## config.mk

```make
export PLATFORM = sky130hd
export DESIGN_NAME = dec_fun_gen
export DESIGN_NICKNAME = d
export VERILOG_FILES = /design/src/rtl/dec_fun_pkg.sv /design/src/rtl/dec_onehot.sv /design/src/rtl/dec_fun_gen.sv
export SDC_FILE = /design/constraint.sdc
export NUM_CORES = 1
export LEC_CHECK = 0
export ABC_CLOCK_PERIOD_IN_PS = 2300
export CORE_MARGIN = 8
export CORE_UTILIZATION = 50
export DETAILED_ROUTE_END_ITERATION = 8
export PLACE_DENSITY = 0.77
export SYNTH_ARGS = -nofsm -noshare
export SYNTH_HDL_FRONTEND = slang
export SYNTH_HIERARCHICAL = 1
export SYNTH_SLANG_ARGS = --single-unit
```

## constraint.sdc

```tcl
create_clock -name clk -period 2.3 [get_ports clk]
set_input_delay 0.69 -clock clk [delete_from_list [all_inputs] [get_ports clk]]
set_output_delay 0.69 -clock clk [all_outputs]
set_load 0.05 [all_outputs]
```

## src/rtl/dec_fun_pkg.sv

```systemverilog
// Shared types and default sizes for the programmable decoder / function generator.
package dec_fun_pkg;

  localparam int SEL_W_DEF   = 3;
  localparam int NUM_F_DEF   = 3;
  localparam int DWELL_W_DEF = 8;

  typedef enum logic [1:0] {
    IDLE = 2'd0,
    RUN  = 2'd1,
    DONE = 2'd2
  } state_t;

endpackage

```

## src/rtl/dec_onehot.sv

```systemverilog
// Combinational binary-to-one-hot decoder.
module dec_onehot #(
  parameter int SEL_W = 3
) (
  input  logic [SEL_W-1:0]      sel,
  output logic [2**SEL_W-1:0]   onehot
);

  always_comb begin
    onehot      = '0;
    onehot[sel] = 1'b1;
  end

endmodule

```

## src/rtl/dec_fun_gen.sv

```systemverilog
// Decoder with run-time programmable sum-of-minterm outputs and a self-timed sweep of all codes.
//
// state | meaning
// IDLE  | waiting; start launches a sweep, sel_vld loads cur_sel
// RUN   | sweeping codes 0..all-ones, each held dwell_q+1 cycles
// DONE  | one-cycle done pulse; accepts start/sel_vld like IDLE
module dec_fun_gen
  import dec_fun_pkg::*;
#(
  parameter int SEL_W   = SEL_W_DEF,
  parameter int NUM_F   = NUM_F_DEF,
  parameter int DWELL_W = DWELL_W_DEF
) (
  input  logic                                     clk,
  input  logic                                     rst,
  input  logic [SEL_W-1:0]                         sel_in,
  input  logic                                     sel_vld,
  input  logic                                     start,
  input  logic [DWELL_W-1:0]                       dwell,
  input  logic                                     tt_we,
  input  logic [((NUM_F > 1) ? $clog2(NUM_F) : 1)-1:0] tt_idx,
  input  logic [2**SEL_W-1:0]                      tt_data,
  output logic [SEL_W-1:0]                         cur_sel,
  output logic [2**SEL_W-1:0]                      dec_out,
  output logic [NUM_F-1:0]                         f,
  output logic                                     f_vld,
  output logic                                     busy,
  output logic                                     done
);

  localparam int CODES = 2**SEL_W;

  state_t             state_q, state_d;
  logic [SEL_W-1:0]   cur_sel_q, cur_sel_d;
  logic [DWELL_W-1:0] dwell_q, dwell_d;
  logic [DWELL_W-1:0] cnt_q, cnt_d;
  logic               f_vld_q, f_vld_d;
  logic [CODES-1:0]   tt_q [NUM_F];

  always_ff @(posedge clk) begin
    if (rst) begin
      state_q   <= IDLE;
      cur_sel_q <= '0;
      dwell_q   <= '0;
      cnt_q     <= '0;
      f_vld_q   <= 1'b0;
    end else begin
      state_q   <= state_d;
      cur_sel_q <= cur_sel_d;
      dwell_q   <= dwell_d;
      cnt_q     <= cnt_d;
      f_vld_q   <= f_vld_d;
    end
  end

  // Out-of-range indices match no k and are silently dropped.
  always_ff @(posedge clk) begin
    for (int k = 0; k < NUM_F; k++) begin
      if (rst)
        tt_q[k] <= '0;
      else if (tt_we && (int'(tt_idx) == k))
        tt_q[k] <= tt_data;
    end
  end

  // cnt is a down-counter reloaded from dwell_q; zero is the terminal count for a code.
  always_comb begin
    state_d   = state_q;
    cur_sel_d = cur_sel_q;
    dwell_d   = dwell_q;
    cnt_d     = cnt_q;
    f_vld_d   = 1'b0;
    case (state_q)
      IDLE, DONE: begin
        state_d = IDLE;
        if (start) begin
          state_d   = RUN;
          cur_sel_d = '0;
          dwell_d   = dwell;
          cnt_d     = dwell;
          f_vld_d   = 1'b1;
        end else if (sel_vld) begin
          cur_sel_d = sel_in;
          f_vld_d   = 1'b1;
        end
      end
      RUN: begin
        if (cnt_q != '0) begin
          cnt_d = cnt_q - 1'b1;
        end else if (cur_sel_q == '1) begin
          state_d = DONE;
        end else begin
          cur_sel_d = cur_sel_q + 1'b1;
          cnt_d     = dwell_q;
          f_vld_d   = 1'b1;
        end
      end
      default: state_d = IDLE;
    endcase
  end

  dec_onehot #(.SEL_W(SEL_W)) u_dec (
    .sel    (cur_sel_q),
    .onehot (dec_out)
  );

  always_comb begin
    for (int k = 0; k < NUM_F; k++)
      f[k] = |(dec_out & tt_q[k]);
  end

  assign cur_sel = cur_sel_q;
  assign f_vld   = f_vld_q;
  assign busy    = (state_q == RUN);
  assign done    = (state_q == DONE);

endmodule

```

==> results.md, run 1 <==
- The number of global-route vias before repair was about 1900.
- The measured slew at the worst slew-check pin is 944 ps.
- The critical path contains buffers and inverters numbering 2 combined.
- Along the worst path, the maximum fanout reaches 6.
- The setup check on the worst reg-to-reg path leaves a slack of between 200 and 250 ps.
- In this run the critical register-to-register path is captured at cnt_q[2]$_SDFFE_PP0P_.
- The largest vdd supply drop is between 300 and 400 uV.
- The total number of vias is 2014.
- The checks that failed: negative setup slack.
- Synthesis produced ~230 cells.
- The number of DRC violations after detailed-routing iteration 0 is 141.
- The instance area after placement is 2990 um^2.
- The wire length reported by the detailed router is 6340 um.
- In this run the critical register-to-register path is launched from cur_sel[1]$_SDFFE_PP0P_.
- By startpoint and endpoint, the worst setup path is classified as flop to output port.
- Detailed routing placed a total of between 200 and 300 um of wire on met3.
- The maximum number of pins on one net before global-route repair is 28.
- The number of CTS-inserted buffers is 5.
- The clock root buffer is sky130_fd_sc_hd__clkbuf_8.
- 43 I/O pins were placed.
- 0 antenna diodes ended up in the layout.
- The sort of element at the end of the critical path is an output port.
- The cell total after placement is 329.
- The element type at the critical path start is a flop.
- For this run, the register share of the synthesized area comes to 0.496.
- The fraction of final layout cells with drive strength greater than 1 is 0.290.
- Routability-driven placement finished with a final weighted congestion of 0.809.
- The total length of routed met2 wires is 3250 um.
- The layout overhead on the synthesized area is 41.2%.
- The aggregate global routing overflow is 0.
- The number of flops mapped to enable cells by yosys is 24.
- The level count of the clock H-tree is 2.
- The register bit total from synthesis is 46.
- The synthesized net count is 258.
- The cell family contributing the most delay on the critical path is simple AND/OR/NAND/NOR gates.
- The final max-slew violation count is 0.
- The clock reaches the later pin of the worst-skew pair after 300 ps.
- Setup violations remaining at the end of the flow were counted as 3.
- The routed wirelength normalized by instance count is 18.1 um.
- The most used flip-flop cell after synthesis is sky130_fd_sc_hd__edfxtp_1.
- The path class of the tightest hold or removal check is flop to flop.
- Once detail routing completed, the nets flagged for antenna violations numbered 0.
- The final design area excluding fillers is 3300 um^2.
- The filler cell count in the final layout is about 330.
- The cell area after synthesis is 2340 um^2.
- The mean cell area of the mapped netlist is 10.3 um^2.
- At the worst endpoint, the arrival time is 1710 ps.
- The width of the die is 84.4 um.
- The final HPWL from detailed placement is 4240 um.
- The power per unit of standard cell area is 743 nW/um^2.
- The post-layout net count is 326.
- The worst register-to-register path has a depth of 9.
- The floorplan step set the die height to 84.4 um.
- The floorplan step defined a die boundary enclosing 7120 um^2.
- The uppermost layer routed is met4.
- Traced cell by cell, the critical path runs through buf_6 > and3b_2 > a22oi_1 > nand4_1 > buf_12.
- In the routed layout, each cell is associated on average with a via count of 5.74.
- The number of hold violations in the final report was 0.
- The first detailed-routing pass ran for 4 iterations.
- The final core area utilization is 0.714.
- In this run the deepest clock path goes through 2 buffers.
- Setup repair after global routing could not meet its margin everywhere.
- The post-route met1 wirelength is 2740 um.
- Data on the critical path is required at its endpoint by ~1600 ps.
- The start point of the worst hold path is dwell_q[1]$_SDFFE_PP0N_.
- The number of antenna violations at the first check in global routing was 0.
- Yosys attributes the largest share of cell area to sky130_fd_sc_hd__edfxtp_1 (31%), sky130_fd_sc_hd__dfxtp_1 (19%), sky130_fd_sc_hd__and2_1 (6.4%).
- For this configuration, the core starts out at a cell density of 0.505.
- The fraction of synthesis flops using an asynchronous set or reset pin is 0.
- The cell with the largest stage delay on the worst path is sky130_fd_sc_hd__dfxtp_4.
- In this run the tightest slew margin relative to its limit is 0.362.
- In this run, post-CTS hold repair placed 0 buffers.
- The DRC violations left is 0.
- The global-route usage over all layers is 0.170.
- The total number of placement rows is 25.
- The number of cells on the worst hold path is 2.
- Dividing the final minimum period by the clock period gives 1.04.
- The share of synthesized area in the top cell type comes to 0.308.
- The number of maximum-capacitance constraint violations is 0.
- For this run, the top clock speed supported by timing is 416 MHz.
- After floorplanning, the core was sized to cover 4630 um^2.
- The clock period minus worst slack is around 2400 ps.
- Between clock sinks in the finished design, the worst skew comes to 8.51 ps.
- The run finished, with violations left.
- The sink of the worst hold path is dwell_q[1]$_SDFFE_PP0N_.
- Counting distinct cell types in the post-synthesis netlist gives 45.
- The count of synthesis-stage warnings from yosys is 6.
- The clock tree from TritonCTS is built.
- The leading cell type by number of instances after synthesis is sky130_fd_sc_hd__nand2_1.
- The total number of clock tree sinks is 46.
- The library cell occupying the most area in the post-synthesis netlist is sky130_fd_sc_hd__edfxtp_1.
- For this run, the number of standard cells in the final layout without fillers is approximately 350.
- Once routing completed, OpenROAD measured the worst setup slack at -102 ps.
- Counting instances in the post-synthesis netlist gives the leading cell types as sky130_fd_sc_hd__nand2_1 (27), sky130_fd_sc_hd__and2_1 (24), sky130_fd_sc_hd__edfxtp_1 (24).
- The wire length of the first global-routing pass is 9790 um.
- After clock tree synthesis, the clock-pin slew on the worst setup and hold paths is around 90 ps.
- The stage delay of the slowest cell on the critical path is 380 ps.
- The count of buffers from port buffering is 42.
- The static power due to leakage is between 1 and 1.5 nW.
-- through the flow --
step / setup slack, ps / hold WS, ps / setup TNS, ps / power, mW
after floorplan: -125 / 434 / -351 / 1.41
after global placement: -24.5 / 445 / -173 / 1.65
after detailed placement: -68.7 / 449 / -458 / 1.67
after CTS: 4.27 / 461 / 0 / 2.41
after global routing: -142 / 483 / -331 / 2.55
final: -102 / 461 / -167 / 2.45
-- layout by cell type, fill, tap and decap left out, drive strengths merged, types with 2 or more instances in the layout --
master / count
and2: 24
a311oi: 4
nand2: 28
nand2b: 3
clkdlybuf4s50: 26
a311o: 2
o21ai: 5
nor2: 16
inv: 6
clkbuf: 5
mux2i: 4
dfxtp: 22
nand4: 4
nor2b: 4
nor3b: 6
a31o: 3
a21oi: 16
ha: 4
o211ai: 2
edfxtp: 24
bufinv: 2
buf: 44
a211oi: 2
and3b: 3
a22oi: 12
nor4: 2
nor3: 7
nor4b: 4
-- area by class of cell --
| type | instances | area (um^2) | area share |
|---|---|---|---|
| Tap cell | 54 | 67.6 | 0.0204 |
| Multi-Input combinational cell | 167 | 1200 | 0.364 |
| Clock buffer | 5 | 68.8 | 0.0208 |
| Clock inverter | 3 | 68.8 | 0.0208 |
| Sequential cell | 46 | 1170 | 0.355 |
| Timing Repair Buffer | 70 | 702 | 0.212 |
| Inverter | 6 | 22.5 | 0.00682 |
-- timing repair --
item,in CTS,in global routing
resized for setup,0,14
setup buffers,7,7
hold endpoints to repair,0,0
cloned,0,0
setup endpoints to repair,3,3
pin swaps,2,10
-- registers in the layout, summed over array words and instances (netlist names) --
| name | count |
|---|---|
| tt_q | 24 |
| cnt_q | 8 |
| f_vld | 1 |
| state_q | 2 |
| cur_sel | 3 |
| dwell_q | 8 |
-- per-layer routing --
metal	track usage	vias to the layer above
met4	0.0518	0
met2	0.283	63
met5	0	-
met3	0.0400	8
met1	0.211	973
li1	-	970
-- worst register-to-register path: stages, from the launching register on --
cell and delay, ps:
sky130_fd_sc_hd__dfxtp_4 380, sky130_fd_sc_hd__buf_6 130, sky130_fd_sc_hd__buf_4 130, sky130_fd_sc_hd__ha_1 170, sky130_fd_sc_hd__ha_1 240, sky130_fd_sc_hd__a31oi_2 260
sky130_fd_sc_hd__or2_1 160, sky130_fd_sc_hd__buf_4 190, sky130_fd_sc_hd__nor2_1 70, sky130_fd_sc_hd__a311oi_2 250
-- worst max path at each step --
stage,start,endpoint,slack [ps],cells after the start
floorplan,cur_sel[0]$_SDFFE_PP0P_,f[1],-130,3
global placement,rst,tt_q[0][4]$_SDFFCE_PN0P_,-20,3
detailed placement,rst,tt_q[0][0]$_SDFFCE_PN0P_,-70,3
CTS,cur_sel[0]$_SDFFE_PP0P_,f[0],4,4
global route,cur_sel[1]$_SDFFE_PP0P_,f[1],-140,5
finish,cur_sel[1]$_SDFFE_PP0P_,f[1],-100,5
-- where the power goes --
part           leakage [nW]  switching (mW)  total [mW]  internal [mW]
Combinational         0.789           0.392       0.732          0.339
Clock                0.0683           0.290       0.725          0.435
Sequential            0.420          0.0669       0.998          0.931
-- cells by family after synthesis --
| family | Yosys count | share of synthesized area |
|---|---|---|
| xor gates and xnor gates | 2 | 0.00749 |
| AOI/OAI and AO/OA | 51 | 0.171 |
| DFF | 46 | 0.496 |
| adders and majority gates | 4 | 0.0214 |
| buffers and inverters | 15 | 0.0278 |
| and+or+nand+nor | 105 | 0.254 |
| muxes | 5 | 0.0219 |
Power figures use the tool's default switching activity.
==> run 2: changes to the inputs <==
--- a/config.mk
+++ b/config.mk
@@ -5,11 +5,12 @@
 export SDC_FILE = /design/constraint.sdc
 export NUM_CORES = 1
 export LEC_CHECK = 0
-export ABC_CLOCK_PERIOD_IN_PS = 2300
+export ABC_CLOCK_PERIOD_IN_PS = 1990
 export CORE_MARGIN = 8
-export CORE_UTILIZATION = 50
+export CORE_UTILIZATION = 47
 export DETAILED_ROUTE_END_ITERATION = 8
-export PLACE_DENSITY = 0.77
+export PLACE_DENSITY = 0.76
+export SKIP_LAST_GASP = 1
 export SYNTH_ARGS = -nofsm -noshare
 export SYNTH_HDL_FRONTEND = slang
 export SYNTH_HIERARCHICAL = 1
==> constraint.sdc (replaced) <==
create_clock -name clk -period 1.99 [get_ports clk]
set_input_delay 0.597 -clock clk [delete_from_list [all_inputs] [get_ports clk]]
set_output_delay 0.597 -clock clk [all_outputs]
set_load 0.05 [all_outputs]
==> run 2 against run 1 <==
  * The flow still finishes with violations (negative setup slack)
  * Die area increased by 5.2%
  * Critical path depth unchanged
  * Count of clock-buffer cells in the layout unchanged
  * Clock skew increased by 4.8 ps
  * Critical path type unchanged
  * Global-route usage decreased by 0.24 points
  * Combinational power increased by 27%
==> results.md, run 2 (same netlist as run 1, synthesis figures left out) <==
- Of the available clock period, the critical path in the final layout requires 1.12.
- The routed wirelength normalized by instance count came to 17.0 um (was 18.1 um).
- The post-layout net count came to 337 (was 326).
- The wire length reported by the detailed router was 6360 um (was 6340 um).
- Static timing analysis puts the maximum clock frequency at 448 MHz.
- The fraction of final layout cells with drive strength greater than 1 came to 0.344 (was 0.290).
- The element type at the critical path start is a flop (unchanged).
- The final standard cell count with taps included and fillers excluded is 375 (was 351).
- The internal power contribution is 1.79 mW (was 1.71 mW).
- The aggregate global routing overflow is 0 (unchanged).
- The measured slew at the worst slew-check pin is 343 ps (was 944 ps).
- Run status: complete, but fails checks (unchanged).
- The sequential fraction of design power was 0.427 (was 0.407).
- The final core area utilization is 0.732 (was 0.714).
- The endpoint required time on the critical path is 1390 ps (was 1610 ps).
- The width of the die is 86.6 um (was 84.4 um).
- The total number of clock tree sinks is 46 (unchanged).
- The arrival time of data at the critical path endpoint was 1630 ps (was 1710 ps).
- The cell total after placement is 348 (was 329).
- The layout overhead on the synthesized area is 48.8% (was 41.2%).
- The final max-slew violation count came to 0 (unchanged).
- The largest vdd supply drop was 417 uV (was 353 uV).
- The most flop-heavy register is tt_q (unchanged).
- The post-CTS clock slew at the launch and capture registers of the worst setup and hold paths came to 90 ps (about the same).
- The floorplan die area is 7490 um^2 (was 7120 um^2).
- The number of top-level design ports is 43 (unchanged).
- The final weighted congestion in routability-driven placement is 0.885 (was 0.809).
- The net switching power was 902 uW (was 749 uW).
- The highest fanout seen on the critical path is 6 (unchanged).
- The total number of vias is 2045 (was 2014).
- The family with the most delay on the worst path is simple AND/OR/NAND/NOR gates (unchanged).
- The starting utilization of the core area is 0.492 (was 0.505).
- The cell with the largest stage delay on the worst path was sky130_fd_sc_hd__dfxtp_4 (unchanged).
- The stage delay of the slowest cell on the critical path came to 380 ps (about the same).
- The smallest clock period supported by the final layout is computed as around 2200 ps.
- The final setup violation count is 7 (was 3).
- The count of buffers from port buffering is 42 (unchanged).
- The static power due to leakage is 1.34 nW (was 1.28 nW).
- The maximum buffer depth of the clock tree is 2 (unchanged).
- The worst slew margin relative to its limit is 0.771 (was 0.362).
- The largest clock skew in the final design is 13.3 ps (was 8.51 ps).
- The sort of element at the end of the critical path is an output port (unchanged).
- The switching share of total power is 0.335 (was 0.305).
- The number of flip-flops in the largest register is 24 (unchanged).
- The worst slack at placement was -132 ps (was -68.7 ps).
- The total number of placement rows came to 25 (unchanged).
- The first-pass detailed-route iteration total is 4 (unchanged).
- Setup repair after global routing missed its margin: true (unchanged).
- Leading registers by flop count: tt_q: 24 flops, cnt_q: 8 flops, dwell_q: 8 flops (unchanged).
- The DRC violations left is 0 (unchanged).
- The commonest non-fill, non-tap cell in the layout is sky130_fd_sc_hd__buf_4 (unchanged).
- The quantity of hold-fixing buffers added after cts is 0 (unchanged).
- The instance area after placement is 3130 um^2 (was 2990 um^2).
- The number of DRC violations after detailed-routing iteration 0 is 132 (was 141).
- The number of maximum-capacitance constraint violations is 0 (unchanged).
- The setup slack after layout is -240 ps (was -102 ps).
- The filler cell count in the final layout is 338 (was 331).
- The number of antenna violations at the first check in global routing is 0 (unchanged).
- The count of nets left with antenna violations after detail routing is 0 (unchanged).
- The global-route usage over all layers is 0.167 (was 0.170).
- The clock tree from TritonCTS is built (unchanged).
- Sequence of cells on the critical path: buf_4 > nor3b_4 > a22oi_2 > nand4_1 > buf_12 (was buf_6 > and3b_2 > a22oi_1 > nand4_1 > buf_12).
- The power per unit of standard cell area is 774 nW/um^2 (was 743 nW/um^2).
- The placeable core region is 4750 um^2 (was 4630 um^2).
- The die boundary height is 86.6 um (was 84.4 um).
- The clock root buffer is sky130_fd_sc_hd__clkbuf_8 (unchanged).
- The number of diodes came to 0 (unchanged).
- The final HPWL from detailed placement is 4260 um (was 4240 um).
- The maximum number of pins on one net before global-route repair is 23 (was 28).
- The classification of the worst-slack hold path is flop to flop (unchanged).
- The critical path buffer and inverter count came to 2 (unchanged).
- The level count of the clock H-tree was 2 (unchanged).
- The share of total power in the clock network is 0.229 (was 0.295).
- The final design area excluding fillers is 3480 um^2 (was 3300 um^2).
- Failing checks: negative setup slack (unchanged).
- The wire length of the first global-routing pass is 9960 um (was 9790 um).
- The worst-skew pair later-pin latency was 300 ps (about the same).
- The number of global-route vias before repair is 2011 (was 1897).
- The classification of the worst setup path is flop to output port (unchanged).
- The relative contribution of combinational cells to total power is 0.344 (was 0.298).
- The number of CTS-inserted buffers is 5 (unchanged).
- The via-per-instance ratio is 5.45 (was 5.74).
- The number of hold violations in the final report is 0 (unchanged).
- Commonest cells after routing, fill and taps aside: sky130_fd_sc_hd__buf_4 (37), sky130_fd_sc_hd__nand2_1 (27), sky130_fd_sc_hd__clkdlybuf4s50_1 (25), sky130_fd_sc_hd__and2_1 (24), sky130_fd_sc_hd__edfxtp_1 (24) (was sky130_fd_sc_hd__buf_4 (33), sky130_fd_sc_hd__nand2_1 (27), sky130_fd_sc_hd__clkdlybuf4s50_1 (26), sky130_fd_sc_hd__and2_1 (24), sky130_fd_sc_hd__edfxtp_1 (24)).
-- run 2: cell types whose count changed in the layout (fill, tap and decap cells not counted), sizes merged --
cell           before  now
buf                44   56
bufinv              2    0
clkdlybuf4s50      26   25
inv                 6    8
-- run 2: per-layer routing --
layer / track usage / vias to the layer above / wire length, um
met4: 0.0548 / 0 / 120
met5: 0 / - / 0
met2: 0.284 / 58 / 3230
met1: 0.201 / 976 / 2680
met3: 0.0406 / 14 / 326
li1: - / 997 / -
-- run 2: worst min-delay path, cell delays in order (launching register included) --
cell                      delay [ps]
sky130_fd_sc_hd__dfxtp_1         320
sky130_fd_sc_hd__nand2_1          50
sky130_fd_sc_hd__a21oi_1          50
-- run 2: path summary, 6_finish.rpt --
path | start | end | slack (ps) | depth (start not counted)
setup / recovery | cur_sel[2]$_SDFFE_PP0P_ | f[0] | -240 | 5
hold / removal | dwell_q[2]$_SDFFE_PP0N_ | dwell_q[2]$_SDFFE_PP0N_ | 460 | 2
setup reg to reg | cur_sel[0]$_SDFFE_PP0P_ | cnt_q[1]$_SDFFE_PP0P_ | 70 | 9
hold reg to reg | dwell_q[2]$_SDFFE_PP0N_ | dwell_q[2]$_SDFFE_PP0N_ | 460 | 2
-- run 2: final cells by class --
type	instances	area [um^2]	area share
well taps	67	83.8	0.0241
clock buffers	5	68.8	0.0198
clock inverters	3	28.8	0.00827
flip-flops and latches	46	1170	0.337
inverters	6	22.5	0.00647
repair buffers	81	856	0.246
multi-input cells	167	1250	0.358
-- run 2: repair_timing --
item / 4_1_cts / 5_1_grt
endpoints found under the setup margin: 4 / 15
setup buffers: 12 / 7
gates resized for setup: 11 / 18
pin swaps: 11 / 9
-- run 2: stage by stage --
stage / hold WS (ps) / setup TNS, ps / power [mW]
after floorplan: 434 / -1000 / 1.62
after global placement: 445 / -260 / 1.96
after detailed placement: 450 / -387 / 1.97
after CTS: 462 / -607 / 2.63
after global routing: 487 / -1430 / 2.81
final: 458 / -958 / 2.69
-- run 2: power groups by stage --
stage / logic, mW / registers [mW] / clock network (mW)
after floorplan: 0.437 / 1.19 / 0
after global placement: 0.791 / 1.17 / 0
after detailed placement: 0.798 / 1.17 / 0
after CTS: 0.866 / 1.14 / 0.623
after global routing: 0.988 / 1.16 / 0.663
final: 0.926 / 1.15 / 0.616
